===== config.mk =====
export PLATFORM = sky130hd
export DESIGN_NAME = display_page_sel
export DESIGN_NICKNAME = d
export VERILOG_FILES = /design/src/rtl/display_pkg.sv /design/src/rtl/page_timer.sv /design/src/rtl/display_page_sel.sv
export SDC_FILE = /design/constraint.sdc
export NUM_CORES = 1
export LEC_CHECK = 0
export CAP_MARGIN = 30
export CELL_PAD_IN_SITES_DETAIL_PLACEMENT = 2
export CELL_PAD_IN_SITES_GLOBAL_PLACEMENT = 2
export CORE_MARGIN = 5
export CORE_UTILIZATION = 36
export CTS_BUF_LIST = sky130_fd_sc_hd__clkbuf_8 sky130_fd_sc_hd__clkbuf_16
export DETAILED_ROUTE_END_ITERATION = 10
export DONT_BUFFER_PORTS = 1
export PLACE_DENSITY = 0.83
export SYNTH_ARGS = -nofsm -noshare
export SYNTH_HDL_FRONTEND = slang
export SYNTH_SLANG_ARGS = --single-unit
export TNS_END_PERCENT = 100

===== constraint.sdc =====
create_clock -name clk -period 1.7 [get_ports clk]
set_clock_uncertainty 0.05 [all_clocks]
set_input_delay 0.255 -clock clk [delete_from_list [all_inputs] [get_ports clk]]
set_output_delay 0.255 -clock clk [all_outputs]
set_load 0.02 [all_outputs]

===== src/rtl/display_pkg.sv =====
// display_pkg: shared state encoding, default scan codes and page indices for display_page_sel
package display_pkg;
  typedef enum logic [1:0] {MANUAL, AUTO, EDIT} state_e;
  localparam logic [7:0] KEY_TIME = 8'h6C;
  localparam logic [7:0] KEY_TIME_ALT = 8'h75;
  localparam logic [7:0] KEY_DATE = 8'h72;
  localparam logic [7:0] KEY_NEXT = 8'h74;
  localparam int PAGE_TIME = 0;
  localparam int PAGE_DATE = 1;
endpackage


===== src/rtl/page_timer.sv =====
// page_timer: auto-scroll dwell counter and edit blink phase, both paced by tick
// ports: clk, rst_n | tick_i pace pulse, run_i count dwell, clr_i clear dwell,
//        blink_en_i allow blinking | adv_o one-cycle page advance, blink_o next blink phase
module page_timer #(
  parameter int DWELL = 5
) (
  input  logic clk,
  input  logic rst_n,
  input  logic tick_i,
  input  logic run_i,
  input  logic clr_i,
  input  logic blink_en_i,
  output logic adv_o,
  output logic blink_o
);
  localparam int CW = $clog2(DWELL + 1);
  logic [CW-1:0] cnt_q, cnt_d;
  logic blink_q;
  always_comb begin
    adv_o = run_i && tick_i && !clr_i && cnt_q == CW'(DWELL - 1);
    cnt_d = clr_i ? '0 : (run_i && tick_i) ? (adv_o ? '0 : cnt_q + 1'b1) : cnt_q;
    // next phase is exported so the blank mask can be registered in the same edge
    blink_o = blink_en_i && (blink_q ^ tick_i);
  end
  always_ff @(posedge clk or negedge rst_n)
    if (!rst_n) begin
      cnt_q <= '0;
      blink_q <= 1'b0;
    end else begin
      cnt_q <= cnt_d;
      blink_q <= blink_o;
    end
endmodule


===== src/rtl/display_page_sel.sv =====
// display_page_sel: selects one of N_PAGES field pages by key, auto-scroll or edit freeze
// ports: clk, rst_n | tick_i pace pulse, key_code_i/key_valid_i scan code strobe,
//        auto_en_i, edit_en_i mode levels, edit_field_i blinking field, page_data_i packed pages
//        | out_fields_o selected fields, out_page_o current page, out_blank_o blank mask
module display_page_sel #(
  parameter int N_PAGES = 2,
  parameter int N_FIELDS = 3,
  parameter int FIELD_W = 8,
  parameter int KEY_W = 8,
  parameter logic [KEY_W-1:0] KEY_TIME = KEY_W'(display_pkg::KEY_TIME),
  parameter logic [KEY_W-1:0] KEY_TIME_ALT = KEY_W'(display_pkg::KEY_TIME_ALT),
  parameter logic [KEY_W-1:0] KEY_DATE = KEY_W'(display_pkg::KEY_DATE),
  parameter logic [KEY_W-1:0] KEY_NEXT = KEY_W'(display_pkg::KEY_NEXT),
  parameter int DWELL = 5,
  localparam int PW = $clog2(N_PAGES),
  localparam int EW = (N_FIELDS > 1) ? $clog2(N_FIELDS) : 1
) (
  input  logic clk,
  input  logic rst_n,
  input  logic tick_i,
  input  logic [KEY_W-1:0] key_code_i,
  input  logic key_valid_i,
  input  logic auto_en_i,
  input  logic edit_en_i,
  input  logic [EW-1:0] edit_field_i,
  input  logic [N_PAGES*N_FIELDS*FIELD_W-1:0] page_data_i,
  output logic [N_FIELDS*FIELD_W-1:0] out_fields_o,
  output logic [PW-1:0] out_page_o,
  output logic [N_FIELDS-1:0] out_blank_o
);
  import display_pkg::*;
  state_e state_q, state_d;
  logic [PW-1:0] page_q, page_d, page_inc, key_page;
  logic [N_FIELDS-1:0] blank_d;
  logic key_hit, adv, blink;
  always_comb begin
    state_d = edit_en_i ? EDIT : auto_en_i ? AUTO : MANUAL;
    page_inc = (page_q == PW'(N_PAGES - 1)) ? '0 : page_q + 1'b1;
    key_page = (key_code_i == KEY_TIME || key_code_i == KEY_TIME_ALT) ? PW'(PAGE_TIME) :
               (key_code_i == KEY_DATE) ? PW'(PAGE_DATE) : page_inc;
    key_hit = key_valid_i && state_d != EDIT &&
              (key_code_i inside {KEY_TIME, KEY_TIME_ALT, KEY_DATE, KEY_NEXT});
    // a key arriving with a dwell advance takes precedence
    page_d = key_hit ? key_page : adv ? page_inc : page_q;
    blank_d = (state_d == EDIT && int'(edit_field_i) < N_FIELDS && blink) ?
              N_FIELDS'(1) << edit_field_i : '0;
  end
  page_timer #(.DWELL(DWELL)) u_timer (
    .clk(clk),
    .rst_n(rst_n),
    .tick_i(tick_i),
    .run_i(state_d == AUTO),
    .clr_i(state_d == EDIT || (state_d == AUTO && state_q != AUTO) || key_hit),
    .blink_en_i(state_d == EDIT),
    .adv_o(adv),
    .blink_o(blink)
  );
  always_ff @(posedge clk or negedge rst_n)
    if (!rst_n) begin
      state_q <= MANUAL;
      page_q <= '0;
      out_fields_o <= '0;
      out_page_o <= '0;
      out_blank_o <= '0;
    end else begin
      state_q <= state_d;
      page_q <= page_d;
      out_fields_o <= page_data_i[int'(page_q)*N_FIELDS*FIELD_W +: N_FIELDS*FIELD_W];
      out_page_o <= page_q;
      out_blank_o <= blank_d;
    end
endmodule

## Word-level counts from Yosys, hierarchy flattened

Index checks and enable logic that the tools add are counted.
W data, S select, Z words.

| storage, ports and cells | value |
|---|---|
| flip-flop bits (word level) | 35 |
| input port bits | 64 |
| logic and storage cells | 50 |

| operators by class | value |
|---|---|
| add/sub/neg operators | 2 |
| multiply operators | 1 |
| order comparisons | 1 |
| equality and inequality tests | 9 |
| shifts and indexed selects | 2 |
| mux-type cells | 11 |
| bitwise gates (word level) | 1 |
| reductions and logical operators | 16 |

Operator list:

| cell | count |
|---|---|
| $shiftx A48 B7 Y24 | 1 |
| $eq A8 B7 Y1 const B | 4 |
| $mux W3 | 4 |
| $logic_and A1 B1 Y1 | 9 |
| $mux W1 | 6 |
| $reduce_bool A2 Y1 | 2 |
| $reduce_bool A4 Y1 | 1 |
| $add A3 B1 Y3 const B | 1 |
| $eq A3 B3 Y1 const B | 1 |
| $logic_or A1 B1 Y1 | 3 |
| $mul A1 B2 Y3 const B | 1 |
| $shl A1 B2 Y3 const A | 1 |
| $eq A2 B1 Y1 const B | 1 |
| $eq A2 B2 Y1 const B | 1 |
| $lt A2 B2 Y1 const B | 1 |
| $mux W2 | 1 |
| $ne A2 B1 Y1 const B | 1 |
| $ne A2 B2 Y1 const B | 1 |
| $add A1 B1 Y1 const B | 1 |
| $logic_not A1 Y1 | 1 |
| $xor A1 B1 Y1 | 1 |

## Longest topological paths before layout

Gate-level depths: netlist (run 1).

| logic depth | value |
|---|---|
| depth in word-level cells | 12 |
| mapped depth | 6 |
| gate-level depth less buffers | 6 |

## Hierarchy

Synthesis (run 1) repeated with hierarchy kept, for this count alone.

| unflattened totals | value |
|---|---|
| cell total of the unflattened synthesis | 104 |
| area, all modules | 1465.2 um2 |

Modules (own cells, without submodules):

| module | instances | cells an instance | area an instance (um2) |
|---|---|---|---|
| display_page_sel | 1 | 81 | 1217.4 |
| page_timer | 1 | 23 | 247.7 |

## Worst setup path before layout (run 1)

No wires, ideal clock.

| timing | value |
|---|---|
| kind | flip-flop to flip-flop |
| start point | register page_q |
| end point | register out_fields_o[0] |
| data arrival time | 1200 ps |
| data required time | 1525 ps |
| setup slack | 325 ps |
| cell stages (with the launch flop) | 4 |
| buffers on the path | 2 |
| period minus slack after synthesis | 1375 ps |
| path through | dfrtp_1 clkbuf_1 buf_2 mux2_2 |

| between the ends | value |
|---|---|
| longest elaborated chain between the ends | 2 |

RTL lines:

| element | line | RTL |
|---|---|---|
| start: declaration | display_page_sel.sv:33 | `logic [PW-1:0] page_q, page_d, page_inc, key_page;` |
| start signal: assignment | display_page_sel.sv:67 | `page_q <= page_d;` |
| $mul A1 B2 Y3 | display_page_sel.sv:68 | `out_fields_o <= page_data_i[int'(page_q)*N_FIELDS*FIELD_W +: N_FIELDS*FIELD_W];` |
| $shiftx A48 B7 Y24 | display_page_sel.sv:68 |  |
| end signal: assignment | display_page_sel.sv:68 |  |
| end: declaration | display_page_sel.sv:27 | `output logic [N_FIELDS*FIELD_W-1:0] out_fields_o,` |

No other way between the ends.
A chain may end at the register's enable or synchronous reset.

## Final worst setup path (run 1)

| timing | value |
|---|---|
| start point | register u_timer.cnt_q[0] |
| end point | register page_q |

| between the ends | value |
|---|---|
| longest elaborated chain between the ends | 3 |

RTL lines:

| element | line | RTL |
|---|---|---|
| start: declaration | page_timer.sv:17 | `logic [CW-1:0] cnt_q, cnt_d;` |
| start signal: assignment | page_timer.sv:30 | `cnt_q <= cnt_d;` |
| $eq A3 B3 Y1 | page_timer.sv:20 | `adv_o = run_i && tick_i && !clr_i && cnt_q == CW'(DWELL - 1);` |
| $logic_and A1 B1 Y1 | page_timer.sv:20 |  |
| $reduce_bool A2 Y1 (no source line) | - |  |

No other way between the ends.

==> impl_metrics.yaml, run 1 <==
synthesis:
  synth_compound_area_frac: 0.05174
  syn_nets: 173
  synth-simple-area-share: 0.1247
  synth_edf_count: 0
  yosysWarnings: 0
  synth_top_family_by_area: "multiplexers"
  synth_mux_area_frac: 0.1900
  syn_area_mm2: 0.001475
  synth-main-ff-cell: "dfrtp_1"
  synth-async-reset-ratio: 1.000
  seq_area_frac_synth: 0.5937
  syn_avg_cell_area_um2: 13.79
  synth_xor_area_frac: 0.005937
  yosysUniqueCellTypes: 26
  synth_cells: 107
  yosys.area_share.adder: 0.01696
  synth-seq-cells: 35
pwr:
  internal_power_uw: 1361
  combPwrFrac: 0.056
  seqPwrFrac: 0.527
  p_sw_frac: 0.2344
  total_power_uw: 1778
  power_density_mw_per_mm2: 1043
  max-vdd-ir-drop_uv: 450.0
  switchingPower_uw: 416.8
  leakagePower_uw: 0.0007056
  power.share.clock: 0.417
clock_network:
  cts_sinks: 35
  htree_levels: 2
  clkTransAtPathRegs_ns: 0.07
  clk_latency_ns: 0.28
  cts_tree: "done"
  post-cts-setup-buffers: 0
  clockBufferDepth: 2
  cts-buffers-inserted: 5
  clock-root-buffer: "clkbuf_8"
critical_path:
  r2r_slack_ns: 0.21
  worstSetupStartpointType: "register"
  crit_path_cell_trace: "inv_1 > ha_1 > nand4b_1 > o21a_1 > a211oi_1 > a21oi_1"
  end_kind: "register"
  worstPathRequired_ns: 1.82
  worstSetupStartpoint: "u_timer.cnt_q[0]$_DFFE_PN0P_"
  crit_arrival_ns: 1.60
  critPathMaxFanout: 4
  crit_slowest_cell: "dfrtp_1"
  r2r-end: "page_q$_DFFE_PN0P_"
  rr_worst_depth: 6
  critical_path.max_stage_delay_ns: 0.42
  r2r_start: "u_timer.cnt_q[0]$_DFFE_PN0P_"
  crit_type: "register to register"
floorplan:
  io_pins: 92
  initial_core_util: 0.3688
  core_region_area_mm2: 0.004000
  die_w_um: 74.02
  num_rows: 23
  fp.dieH_um: 74.02
  die_area_mm2: 0.005478
place:
  placed_cell_area_mm2: 0.001531
  portBuffers: 0
  place_congestion: 0.7496
  dp.final_hpwl_mm: 2.923
hold_path:
  hold-path-endpoint: "state_q[0]$_DFF_PN0_"
  min_from: "auto_en_i"
  worstHoldPathType: "input pin to register"
  whs_path_depth: 1
sta:
  finalSetupTns_ns: 0
  hold_violations: 0
  rsz0062_at_grt: "no"
  min_period_over_period: 0.8749
  setup_violations: 0
  slew_headroom: 0.7911
  worst_pin_slew_ns: 0.3127
  fmax_mhz: 672.4
  whs_ns: 0.05252
  fin_crit_ns: 1.487
  report.final.slew_viol_count: 0
global_route:
  grt.total_usage: 0.1475
  antenna_found_initial: 0
  grt_max_degree: 36
  grt_overflow: 0
  grt_pass1_vias: 1178
  grt_pass1_wl_mm: 5.816
drt:
  drt_iter0_drc: 22
  routed_wl_mm: 3.836
  viasPerCell: 5.655
  route.detailed.drc: 0
  wl_per_cell_um: 22.83
  vias: 950
  drtPass1Iterations: 4
  ant_nets: 0
final_layout:
  fin_area_mm2: 0.001704
  area_delta_synth_final_pct: 15.52
  final_cell_mix: "dfrtp_1 (35), mux2_2 (24), nor3_1 (7)"
  utilization: 0.4260
  final_layout_size_suffix_gt1_frac: 0.3220
  final_nets: 183
  antennaDiodeCount: 0
  mostFrequentLayoutCell: "dfrtp_1"
flow_run:
  cap_violations: 0
status:
  status: "completed"
power groups by stage:
stage	Clock [µW]	Sequential (µW)	Combinational, µW
after floorplan	0	945	58.6
after global placement	0	954	65.4
final	741	938	99.3
after global routing	815	942	112
after detailed placement	0	955	70.3
after CTS	769	940	101
cell type report:
type	instances	area, µm²
fill	417	2296
sequential	35	875.8
multi-input combinational	66	574.3
clock buffer	5	68.82
timing repair buffer	6	67.56
tap	50	62.56
clock inverter	3	43.79
inverter	3	11.26
flip-flops by register name, summed over array words and instances, names as in the netlist:
register	cells
out_blank_o	3
out_fields_o	24
out_page_o	1
page_q	1
state_q	2
u_timer.blink_q	1
u_timer.cnt_q	3
stage by stage:
stage / cells / setup WS, ns
2_1_floorplan: 107 / 0.3250
3_3_place_gp: 155 / 0.2973
3_5_place_dp: 155 / 0.2333
4_1_cts: 168 / 0.2155
5_1_grt: 168 / 0.09823
6_report: 168 / 0.2127
cell usage after synthesis (2+ instances only):
cell type / n / area (µm²)
a211oi_1: 2 / 15.01
a21oi_1: 5 / 25.02
buf_2: 2 / 10.01
dfrtp_1: 35 / 875.8
ha_1: 2 / 25.02
inv_1: 3 / 11.26
mux2_2: 24 / 270.3
nand2_1: 2 / 7.510
nand2b_1: 2 / 12.51
nand3b_1: 2 / 15.01
nand4b_1: 2 / 17.52
nor3_1: 7 / 35.03
nor3b_1: 5 / 37.54
o21bai_1: 2 / 15.01
critical path: cells and delay by family, from the launching register on:
| family | cells | cell delay (ns) |
|---|---|---|
| simple gates | 1 | 0.13 |
| flops | 1 | 0.42 |
| compound gates | 3 | 0.51 |
| fa+ha+maj | 1 | 0.19 |
| buf+inv | 1 | 0.08 |
kinds of logic after synthesis:
kind of cell | count (synthesis)
DFF | 35
muxes | 25
AOI/OAI and AO/OA | 12
buffers and inverters | 6
xor gates and xnor gates | 1
and+or+nand+nor | 26
adders and majority gates | 2
repair_timing:
action,CTS,global route
hold buffers,5,0
endpoints found under the setup margin,0,0
hold endpoints to repair,39,0
resized for setup,0,0
metal layers:
metal / track usage / share of wire / vias to the layer above / routed length, µm
met3: 0.07568 / 0.11 / 4 / 424
met1: 0.1459 / 0.33 / 486 / 1255
met5: 0 / 0 / - / 0
met2: 0.2598 / 0.55 / 59 / 2102
li1: - / - / 401 / -
met4: 0.06036 / 0.014 / 0 / 53
worst max-delay path by stage:
stage                                endpoint  slack, ns  cells after the start
floorplan           out_fields_o[0]$_DFF_PN0_       0.32                      3
global placement           page_q$_DFFE_PN0P_       0.30                      6
detailed placement         page_q$_DFFE_PN0P_       0.23                      6
CTS                        page_q$_DFFE_PN0P_       0.22                      6
global route               page_q$_DFFE_PN0P_        0.1                      6
finish                     page_q$_DFFE_PN0P_       0.21                      6
No activity file was read; power rests on OpenSTA's default activity.
==> run 2: changes to the inputs <==
--- a/config.mk
+++ b/config.mk
@@ -14,6 +14,7 @@
 export DETAILED_ROUTE_END_ITERATION = 10
 export DONT_BUFFER_PORTS = 1
 export PLACE_DENSITY = 0.83
+export REMOVE_ABC_BUFFERS = 1
 export SYNTH_ARGS = -nofsm -noshare
 export SYNTH_HDL_FRONTEND = slang
 export SYNTH_SLANG_ARGS = --single-unit
==> impl_metrics.yaml, run 2 (synthesis results as in run 1) <==
status:
  status: "completed"
clock_network:
  cts_sinks: 35
  cts-buffers-inserted: 5
  cts_resized: 0
  cts_tree: "done"
  htree_levels: 2
  clockBufferDepth: 2
  postCtsHoldBufs: 6
  clk_latency_ns: 0.29
  post-cts-setup-buffers: 0
  clock-root-buffer: "clkbuf_8"
  clkTransAtPathRegs_ns: 0.08
critical_path:
  r2r_start: "u_timer.blink_q$_DFF_PN0_"
  r2r_slack_ns: 0.12
  end_kind: "register"
  worstSetupStartpoint: "u_timer.blink_q$_DFF_PN0_"
  worstPathRequired_ns: 1.87
  worstSetupStartpointType: "register"
  crit_arrival_ns: 1.76
  critPathMaxFanout: 4
  crit_type: "register to register"
sta:
  worst_pin_slew_ns: 0.3147
  fin_crit_ns: 1.581
  fmax_mhz: 632.3
  finalSetupTns_ns: 0
  min_period_over_period: 0.9303
  hold_violations: 0
  whs_ns: 0.06242
  report.final.slew_viol_count: 0
  rsz0062_at_grt: "no"
  slew_headroom: 0.7902
  setup_violations: 0
final_layout:
  regMostFlops: "out_fields_o"
  final_layout_size_suffix_gt1_frac: 0.3193
  largest_reg_flops: 24
  area_delta_synth_final_pct: 18.66
  fillers: 396
  fin_area_mm2: 0.001750
  antennaDiodeCount: 0
  top_regs: "out_fields_o: 24 flops, out_blank_o: 3 flops, u_timer.cnt_q: 3 flops"
  mostFrequentLayoutCell: "dfrtp_1"
  final_cell_mix: "dfrtp_1 (35), mux2_2 (24), nor3_1 (7)"
  final_nets: 184
  utilization: 0.4376
floorplan:
  die_area_mm2: 0.005478
  io_pins: 92
  fp.dieH_um: 74.02
  die_w_um: 74.02
  num_rows: 23
  initial_core_util: 0.3688
  core_region_area_mm2: 0.004000
drt:
  viasPerCell: 5.598
  route.detailed.drc: 0
  wl_per_cell_um: 22.69
  routed_wl_mm: 3.835
  vias: 946
  ant_nets: 0
  drt_iter0_drc: 25
  drtPass1Iterations: 3
hold_path:
  worstHoldPathType: "input pin to register"
  min_from: "auto_en_i"
global_route:
  grt_overflow: 0
  antenna_found_initial: 0
  grt_max_degree: 36
  grt_pass1_vias: 1220
  grt.total_usage: 0.1533
  grt_pass1_wl_mm: 6.147
pwr:
  power_density_mw_per_mm2: 1100
  total_power_uw: 1926
  max-vdd-ir-drop_uv: 603.5
  leakagePower_uw: 0.0007250
place:
  portBuffers: 0
  placed_cell_area_mm2: 0.001544
  place_congestion: 0.8015
  dp.final_hpwl_mm: 2.810
flow_run:
  cap_violations: 0
-- run 2: cell count changes in the layout (fill, tap and decap cells not counted) --
| cell | before | now |
|---|---|---|
| buf_12 | 1 | 2 |
| clkinv_2 | 1 | 0 |
| dlygate4sd3_1 | 4 | 5 |
| bufinv_16 | 1 | 2 |
| clkinvlp_4 | 0 | 1 |
| buf_4 | 1 | 0 |
| clkinv_4 | 1 | 0 |
-- run 2: path summary, 6_finish.rpt --
check	depth (start not counted)	to
worst max-delay path	4	out_blank_o[0]$_DFF_PN0_
worst min-delay path	1	state_q[0]$_DFF_PN0_
worst max register to register	4	out_blank_o[0]$_DFF_PN0_
worst min register to register	1	out_page_o$_DFF_PN0_
max in group asynchronous	2	out_blank_o[2]$_DFF_PN0_
min in group asynchronous	2	out_fields_o[23]$_DFF_PN0_
-- run 2: layer usage --
metal	GRT usage	part of all wire	vias to the layer above
met1	0.1325	0.30	471
met5	0	0	-
met2	0.2913	0.56	62
met4	0.07445	0.022	0
li1	-	-	404
met3	0.07162	0.11	9
-- run 2: area by class of cell --
class,count,area (µm²),area share
clock buffers,5,68.82,0.03931
clock inverters,3,67.56,0.03860
inverters,3,11.26,0.006433
multi-input cells,66,574.3,0.3281
flip-flops and latches,35,875.8,0.5004
well taps,50,62.56,0.03574
repair buffers,7,90.09,0.05147
-- run 2: stage by stage --
stage	setup slack, ns	instances
after floorplan	0.2640	104
after global placement	0.3068	155
after detailed placement	0.1832	155
after CTS	0.1540	169
after global routing	0.02073	169
final	0.1186	169
-- run 2: report_power, final --
part           total [µW]  switching [µW]  leakage, µW  internal, µW
registers             937            65.0     0.000418           872
clock network         888             303    0.0000644           585
logic                 101            47.0     0.000243          53.9
total                1930             415     0.000725          1510
-- run 2: critical path, cell delays in order (launching register included) --
cell           delay, ns
dfrtp_1             0.39
xor2_1              0.14
nand2_1             0.14
nor3_1              0.21
dlygate4sd3_1       0.59
==> run 3: changes to the inputs <==
--- a/config.mk
+++ b/config.mk
@@ -8,13 +8,15 @@
 export CAP_MARGIN = 30
 export CELL_PAD_IN_SITES_DETAIL_PLACEMENT = 2
 export CELL_PAD_IN_SITES_GLOBAL_PLACEMENT = 2
+export CORE_ASPECT_RATIO = 1.5
 export CORE_MARGIN = 5
 export CORE_UTILIZATION = 36
 export CTS_BUF_LIST = sky130_fd_sc_hd__clkbuf_8 sky130_fd_sc_hd__clkbuf_16
 export DETAILED_ROUTE_END_ITERATION = 10
 export DONT_BUFFER_PORTS = 1
-export PLACE_DENSITY = 0.83
+export PLACE_DENSITY = 0.76
 export REMOVE_ABC_BUFFERS = 1
+export SLEW_MARGIN = 20
 export SYNTH_ARGS = -nofsm -noshare
 export SYNTH_HDL_FRONTEND = slang
 export SYNTH_SLANG_ARGS = --single-unit
==> impl_metrics.yaml, run 3 (synthesis results as in run 1) <==
status:
  status: "completed"
pwr:
  seqPwrFrac: 0.562
  power_density_mw_per_mm2: 981.1
  switchingPower_uw: 376.9
  combPwrFrac: 0.058
  internal_power_uw: 1289
  leakagePower_uw: 0.0007097
  power.share.clock: 0.380
  max-vdd-ir-drop_uv: 692.7
  p_sw_frac: 0.2263
final_layout:
  regMostFlops: "out_fields_o"
  area_delta_synth_final_pct: 15.10
  top_regs: "out_fields_o: 24 flops, out_blank_o: 3 flops, u_timer.cnt_q: 3 flops"
  largest_reg_flops: 24
  mostFrequentLayoutCell: "dfrtp_1"
  final_layout_size_suffix_gt1_frac: 0.3136
  antennaDiodeCount: 0
  final_cell_mix: "dfrtp_1 (35), mux2_2 (24), nor3_1 (7), clkbuf_8 (7)"
  final_nets: 183
  fin_area_mm2: 0.001698
  instances_no_fill: 163
sta:
  fin_ws_ns: 0.1753
  report.final.slew_viol_count: 0
  finalSetupTns_ns: 0
  fmax_mhz: 655.9
  rsz0062_at_grt: "no"
  setup_violations: 0
  worst_pin_slew_ns: 0.2958
  hold_violations: 0
  slew_headroom: 0.8022
  fin_crit_ns: 1.525
  min_period_over_period: 0.8969
floorplan:
  initial_core_util: 0.3726
  num_rows: 28
  die_area_mm2: 0.005504
  io_pins: 92
  fp.dieH_um: 88.40
  die_w_um: 62.27
  core_region_area_mm2: 0.003959
critical_path:
  critPathMaxFanout: 4
  worstSetupStartpointType: "register"
  worstPathRequired_ns: 1.80
  end_kind: "register"
  crit_arrival_ns: 1.62
  crit_type: "register to register"
global_route:
  grt.total_usage: 0.1319
  grt_overflow: 0
  grt_max_degree: 36
  grt_pass1_vias: 1182
  antenna_found_initial: 0
  grt_pass1_wl_mm: 5.630
drt:
  route.detailed.drc: 0
  wl_per_cell_um: 21.13
  vias: 930
  ant_nets: 0
  viasPerCell: 5.706
  drt_iter0_drc: 9
  routed_wl_mm: 3.444
  drtPass1Iterations: 2
place:
  placed_cells: 150
  dpl_worst_slack_ns: 0.1639
  dp.final_hpwl_mm: 2.597
  portBuffers: 0
  placed_cell_area_mm2: 0.001538
  place_congestion: 0.7124
clock_network:
  clockBufferDepth: 2
  clock-root-buffer: "clkbuf_8"
  htree_levels: 2
  clk_latency_ns: 0.27
  post-cts-setup-buffers: 0
  cts-buffers-inserted: 5
  cts_tree: "done"
  clkTransAtPathRegs_ns: 0.07
  cts_sinks: 35
flow_run:
  cap_violations: 0
hold_path:
  worstHoldPathType: "input pin to register"
==> run 3: final cells by class <==
cell class | instances | area (µm²)
repair buffers | 6 | 80.08
well taps | 45 | 56.30
fillers | 404 | 2261
inverters | 3 | 11.26
multi-input cells | 66 | 574.3
flip-flops and latches | 35 | 875.8
clock inverters | 1 | 3.754
clock buffers | 7 | 96.34
==> run 3: path summary, 6_finish.rpt <==
kind / startpoint / endpoint / slack (ns) / depth (start not counted)
setup / recovery: u_timer.cnt_q[0]$_DFFE_PN0P_ / page_q$_DFFE_PN0P_ / 0.18 / 6
max in group asynchronous: rst_n / out_page_o$_DFF_PN0_ / 1.03 / 2
hold reg to reg: u_timer.blink_q$_DFF_PN0_ / u_timer.blink_q$_DFF_PN0_ / 0.57 / 3
hold / removal: auto_en_i / state_q[0]$_DFF_PN0_ / 0.06 / 1
min in group asynchronous: rst_n / out_fields_o[16]$_DFF_PN0_ / 0.40 / 2
setup reg to reg: u_timer.cnt_q[0]$_DFFE_PN0P_ / page_q$_DFFE_PN0P_ / 0.18 / 6
==> run 3: layer usage <==
layer / GRT usage / part of all wire
met3: 0.08386 / 0.12
met4: 0.07915 / 0.037
met2: 0.2311 / 0.55
met5: 0 / 0
met1: 0.1114 / 0.29
==> run 3: repair_timing <==
action,4_1_cts,5_1_grt
hold buffers,5,0
resized for setup,0,0
hold endpoints to repair,39,0
==> run 3: worst max-delay path: stages, from the launching register on <==
cell and delay, ns:
dfrtp_1 0.42, inv_1 0.08, ha_1 0.19, nand4b_1 0.14
o21a_1 0.21, a211oi_1 0.20, a21oi_1 0.11
==> run 3: stage by stage <==
step | power [µW] | util | hold slack [ns]
2_1_floorplan | 1003 | - | -0.09059
3_3_place_gp | 1018 | 0.3884 | -0.08981
3_5_place_dp | 1022 | 0.3884 | -0.08994
4_1_cts | 1701 | 0.4289 | 0.04993
5_1_grt | 1756 | 0.4289 | 0.05283
6_report | 1666 | 0.4289 | 0.06018
==> run 3: power groups by stage <==
stage | combinational, µW | clock, µW | sequential, µW
6_report | 96.8 | 632 | 937
5_1_grt | 111 | 705 | 941
4_1_cts | 100 | 663 | 938
3_5_place_dp | 69.6 | 0 | 953
3_3_place_gp | 65.5 | 0 | 953
2_1_floorplan | 57.2 | 0 | 946
